===== src/rtl/jk_pkg.sv =====
// rtl/jk_pkg.sv - shared op and FSM encodings for the JK bank scheduler
package jk_pkg;
  // Ops are encoded {J,K} so a latched op drives the cells directly.
  localparam logic [1:0] OP_HOLD   = 2'b00;
  localparam logic [1:0] OP_CLEAR  = 2'b01;
  localparam logic [1:0] OP_SET    = 2'b10;
  localparam logic [1:0] OP_TOGGLE = 2'b11;

  localparam logic [1:0] ST_IDLE  = 2'd0;
  localparam logic [1:0] ST_APPLY = 2'd1;
  localparam logic [1:0] ST_DONE  = 2'd2;
endpackage


===== src/rtl/jk_cell.sv =====
// rtl/jk_cell.sv - single JK flip-flop with synchronous active-high reset
module jk_cell
  import jk_pkg::*;
(
  input  logic clk,
  input  logic reset,
  input  logic j,
  input  logic k,
  output logic q
);

  // Reset wins over any J/K drive in the same cycle.
  always_ff @(posedge clk) begin
    if (reset) begin
      q <= 1'b0;
    end else begin
      case ({j, k})
        OP_HOLD:  q <= q;
        OP_CLEAR: q <= 1'b0;
        OP_SET:   q <= 1'b1;
        default:  q <= ~q;
      endcase
    end
  end

endmodule


===== src/rtl/jk_bank_scheduler.sv =====
// rtl/jk_bank_scheduler.sv - round-robin arbiter applying masked JK commands to a flop bank
module jk_bank_scheduler
  import jk_pkg::*;
#(
  parameter int WIDTH = 2,
  parameter int NREQ  = 2,
  localparam int IDW  = (NREQ > 1) ? $clog2(NREQ) : 1
) (
  input  logic                    clk,
  input  logic                    reset,
  input  logic [NREQ-1:0]         req_valid,
  input  logic [2*NREQ-1:0]       req_op,
  input  logic [WIDTH*NREQ-1:0]   req_mask,
  output logic [NREQ-1:0]         req_ready,
  output logic [WIDTH-1:0]        q,
  output logic                    busy,
  output logic                    done,
  output logic [IDW-1:0]          done_id
);

  logic [1:0]       state;
  logic [IDW-1:0]   rr_ptr;
  logic [IDW-1:0]   id_r;
  logic [1:0]       op_r;
  logic [WIDTH-1:0] mask_r;
  logic [WIDTH-1:0] j;
  logic [WIDTH-1:0] k;
  logic [IDW:0]     pick;
  logic [IDW-1:0]   pick_id;
  logic             grant;

  // Returns {found, index}; scanning downward lets the nearest requester at/after ptr win.
  function automatic logic [IDW:0] rr_pick(input logic [NREQ-1:0] valid,
                                           input logic [IDW-1:0]  ptr);
    logic [IDW:0]   res;
    logic [IDW-1:0] idx;
    res = '0;
    for (int n = NREQ - 1; n >= 0; n--) begin
      idx = IDW'((int'(ptr) + n) % NREQ);
      if (valid[idx]) res = {1'b1, idx};
    end
    return res;
  endfunction

  assign pick    = rr_pick(req_valid, rr_ptr);
  assign pick_id = pick[IDW-1:0];
  assign grant   = (state == ST_IDLE) && pick[IDW];

  always_comb begin
    req_ready = '0;
    if (grant) req_ready[pick_id] = 1'b1;
  end

  always_ff @(posedge clk) begin
    if (reset) begin
      state  <= ST_IDLE;
      rr_ptr <= '0;
      id_r   <= '0;
      op_r   <= OP_HOLD;
      mask_r <= '0;
    end else begin
      case (state)
        ST_IDLE: begin
          if (grant) begin
            id_r   <= pick_id;
            op_r   <= req_op[2*pick_id +: 2];
            mask_r <= req_mask[WIDTH*pick_id +: WIDTH];
            state  <= ST_APPLY;
          end
        end
        ST_APPLY: state <= ST_DONE;
        ST_DONE: begin
          rr_ptr <= (id_r == IDW'(NREQ - 1)) ? '0 : id_r + 1'b1;
          state  <= ST_IDLE;
        end
        default: state <= ST_IDLE;
      endcase
    end
  end

  always_comb begin
    j = '0;
    k = '0;
    if (state == ST_APPLY) begin
      j = mask_r & {WIDTH{op_r[1]}};
      k = mask_r & {WIDTH{op_r[0]}};
    end
  end

  for (genvar b = 0; b < WIDTH; b++) begin : g_cell
    jk_cell u_cell (
      .clk   (clk),
      .reset (reset),
      .j     (j[b]),
      .k     (k[b]),
      .q     (q[b])
    );
  end

  assign busy    = (state != ST_IDLE);
  assign done    = (state == ST_DONE);
  assign done_id = id_r;

endmodule


===== config.mk =====
export PLATFORM = sky130hd
export DESIGN_NAME = jk_bank_scheduler
export DESIGN_NICKNAME = d
export VERILOG_FILES = /design/src/rtl/jk_pkg.sv /design/src/rtl/jk_cell.sv /design/src/rtl/jk_bank_scheduler.sv
export SDC_FILE = /design/constraint.sdc
export NUM_CORES = 1
export LEC_CHECK = 0
export CAP_MARGIN = 10
export CORE_ASPECT_RATIO = 1.1
export CORE_MARGIN = 2
export CORE_UTILIZATION = 38
export DETAILED_ROUTE_END_ITERATION = 8
export PLACE_DENSITY = 0.71
export SLEW_MARGIN = 20
export SYNTH_ARGS = -nofsm -noshare
export SYNTH_HDL_FRONTEND = slang
export SYNTH_SLANG_ARGS = --single-unit

===== constraint.sdc =====
create_clock -name clk -period 1.6 [get_ports clk]
set_input_delay 0.32 -clock clk [delete_from_list [all_inputs] [get_ports clk]]
set_output_delay 0.32 -clock clk [all_outputs]
set_load 0.02 [all_outputs]

==> impl_metrics.csv <==
group,metric,value,unit
global_route,grt_pass1_vias,564,
finish,num-nets-final,114,
placed_design,place_hpwl,1.02,mm
setup_path,cell_chain_critical_path,"buf_6 -> and2b_2 -> buf_4 -> nand3_2 -> ha_4 -> nor3_1 -> a31oi_1 -> a21oi_1",
setup_path,critical-path-slowest-cell,"dfxtp_2",
clock_network,clock-root-buffer,"clkbuf_4",
sta,rsz0062_at_grt,"true",
pwr,combinationalPowerShare,29.1,%
pwr,clock_power_share,26.6,%
run,timing.max_cap.violations,0,
pwr,power.leakage,0.413,nW
finish,layout.cell_area.non_filler,960,um^2
min_path,worst_hold_path_type,"flip-flop to flip-flop",
sta,report.final.setup_viol,2,
setup_path,critical_path.max_stage_delay,0.33,ns
yosys,seq_area_frac_synth,36.0,%
sta,fin_skew,0.00418,ns
placed_design,io_buffer_count,18,
pwr,sequentialPowerShare,44.2,%
route,wirelength,1.53,mm
route,drt_pass1_iterations,4,
sta,final_critical_path_time_including_i_o_delays_and_setup,1.64,ns
sta,timing.final.crit_share,102,%
sta,measured_slew_at_the_worst_slew_check_pin,0.397,ns
clock_network,cts_htree_levels,1,
yosys,avgSynthCellArea,8.31,um^2
placed_design,gp_routability_congestion,0.764,
pwr,power,0.641,mW
floorplan,initial_core_util,40.8,%
pwr,worst_ir_drop_vdd,0.529,mV
setup_path,critical_path.top_delay_family,"simple AND/OR/NAND/NOR gates",
global_route,grt_first_pass_wirelength,2.36,mm
pwr,power.share.switching,28.7,%
status,violations,"setup timing",
finish,n_antenna_cell,0,
placed_design,dpl-instance-area,795,um^2
yosys,synthesis.instances,67,
sta,timing.fmax,0.610,GHz
sta,finalHoldViolCount,0,
setup_path,crit_path_max_fanout,3,
floorplan,floorplan.rows,14,
status,run_status,"finished with violations",
clock_network,tritoncts.num_buffers,3,
setup_path,crit_path_buffers_inverters,2,
finish,final_layout_size_suffix_gt1_share,36.5,%
setup_path,worstRegToRegCells,8,
setup_path,setup.worst_path.class,"flip-flop to flip-flop",
route,avgRoutedWirePerCell,13.7,um
finish,fill_cells,118,
yosys,post_synth_edffs,0,
setup_path,worst_setup_path_start_kind,"flip-flop",
setup_path,reg2reg_to,"g_cell[0].u_cell.q$_SDFFE_PP0P_",
setup_path,setup.worst_path.start,"state[1]$_SDFFE_PP0P_",
pwr,internal_power,0.457,mW
global_route,grt_resource_usage_total,20.4,%
setup_path,rr_startpoint,"state[1]$_SDFFE_PP0P_",
route,antenna_violating_nets_post_route,0,
sta,setup_total_negative_slack,-0.0521,ns
route,drc,0,
pwr,power.density_cell_area,668,nW/um^2
setup_path,crit_path_end_kind,"flip-flop",
yosys,syn-num-nets,83,
floorplan,die_h,44.1,um
route,vias,612,
floorplan,placeableCoreArea,1370,um^2
yosys,synth_cell_types,24,
clock_network,insertion_delay,0.27,ns
floorplan,die_area,1790,um^2
yosys,synth-seq-cells,10,
clock_network,cts.path.max_buffers,2,
route,dr.first_iter.drc_count,9,
setup_path,critical_path_arrival,1.78,ns
sta,worst_slew_margin_rel,73.4,%
clock_network,cts_num_sinks,10,
clock_network,clock_slew_at_reported_path_ffs,0.06,ns
global_route,antenna_found_initial,0,
yosys,dominantRegCellSynth,"dfxtp_1",
finish,finalNonFillerCells,112,
global_route,grt_start_max_net_pins,11,
floorplan,die-width,40.5,um
yosys,yosys_warnings,0,
route,viasPerCell,5.46,
placed_design,placement.setup.worst_slack,-0.677,ns
yosys,mappedNetlistArea,557,um^2
pwr,netSwitchingPower,0.184,mW
placed_design,placed_cells_incl_taps,105,
setup_path,r2r_setup_slack,-0.04,ns
floorplan,io_pins,19,
finish,layout-area-overhead-vs-synth,72.4,%
setup_path,cp_num_cells,8,
clock_network,tritoncts,"built",
setup_path,timing.critical_path.required,1.74,ns
setup_path,cp-endpoint,"g_cell[0].u_cell.q$_SDFFE_PP0P_",
global_route,gr-total-overflow,0,
sta,timing_max_transition_violations_final,0,
sta,worst_slack,-0.0387,ns
yosys,synth_async_sr_flop_share,0,%
per-layer routing:
layer	wire, um	track usage (%)	up-vias
li1	-	-	303
met1	599	21.0	282
met2	802	34.3	21
met3	85	5.03	6
met4	45	14.0	0
met5	0	0	-
cell usage after synthesis, types with 2 or more instances:
cell	instances	area (um^2)
ha_1	4	50.1
inv_1	5	18.8
nand4_1	4	25.0
and2b_1	2	15.0
nor3_1	2	10.0
buf_4	2	15.0
nand2_1	2	7.51
clkbuf_1	2	7.51
nor2_1	5	18.8
a21oi_1	2	10.0
and3_1	2	12.5
o21ai_0	4	20.0
nand3_1	7	35.0
dfxtp_1	10	200
a31oi_1	5	31.3
worst min-delay path by stage:
stage | slack (ns) | to | cells after the start | start
after floorplan | 0.45 | g_cell[0].u_cell.q$_SDFFE_PP0P_ | 2 | g_cell[0].u_cell.q$_SDFFE_PP0P_
after global placement | 0.45 | g_cell[0].u_cell.q$_SDFFE_PP0P_ | 2 | g_cell[0].u_cell.q$_SDFFE_PP0P_
after detailed placement | 0.47 | g_cell[0].u_cell.q$_SDFFE_PP0P_ | 2 | g_cell[0].u_cell.q$_SDFFE_PP0P_
after CTS | 0.48 | g_cell[0].u_cell.q$_SDFFE_PP0P_ | 2 | g_cell[0].u_cell.q$_SDFFE_PP0P_
after global routing | 0.51 | g_cell[0].u_cell.q$_SDFFE_PP0P_ | 2 | g_cell[0].u_cell.q$_SDFFE_PP0P_
final | 0.49 | g_cell[0].u_cell.q$_SDFFE_PP0P_ | 2 | g_cell[0].u_cell.q$_SDFFE_PP0P_
cell type report:
class / count / area [um^2] / area share, %
inverter: 5 / 18.8 / 1.96
sequential: 10 / 205 / 21.4
clock buffer: 3 / 22.5 / 2.35
multi-input combinational: 48 / 410 / 42.8
timing repair buffer: 30 / 283 / 29.5
tap: 16 / 20.0 / 2.09
cell usage in the layout (no fill, tap or decap), types with 2 or more instances in the layout:
master / n
clkdlybuf4s50_1: 11
buf_4: 11
dfxtp_1: 8
inv_1: 5
nor2_1: 5
a31oi_1: 5
nand3_1: 4
nand4_1: 4
o21ai_0: 4
ha_4: 3
clkbuf_4: 3
nand3_2: 2
and3_4: 2
nor3_1: 2
nand2_1: 2
dlygate4sd2_1: 2
dlymetal6s2s_1: 2
buf_6: 2
registers in the layout (all words and copies together), names as in the netlist:
register         cells
done_id              1
g_cell.u_cell.q      2
mask_r               2
op_r                 2
rr_ptr               1
state                2
power by group through the flow:
stage          Clock (mW)  Combinational, mW  Sequential (mW)
2_1_floorplan           0             0.0727            0.286
3_3_place_gp            0              0.159            0.284
3_5_place_dp            0              0.160            0.284
4_1_cts             0.178              0.167            0.281
5_1_grt             0.185              0.202            0.285
6_report            0.171              0.187            0.284
per-stage QoR:
step	util (%)	hold slack (ns)
2_1_floorplan	-	0.446
3_3_place_gp	58.2	0.452
3_5_place_dp	58.2	0.467
4_1_cts	63.0	0.475
5_1_grt	70.2	0.509
6_report	70.2	0.489
tightest hold or removal path, cell delays in order, from the launching register on:
cell	delay [ns]
dfxtp_1	0.32
nand2_1	0.06
a21oi_1	0.06
timing repair:
action,in CTS,in global routing
endpoints found under the setup margin,6,6
pin swaps,1,5
resized for setup,19,19
hold buffers,0,0
buffers inserted,2,2
kinds of logic (layout without fill, tap and decap cells):
logic type               count (synthesis)  count (layout)  synth area share [%]
AND/OR/NAND/NOR                         30              30                  31.7
AO/OA/AOI/OAI                           13              13                  14.2
flip-flops                              10              10                  36.0
buffers and inverters                    9              38                  7.42
adder cells (fa/ha/maj)                  4               4                  8.99
multiplexers                             1               1                  1.80
(Power assumes the default switching activity.)
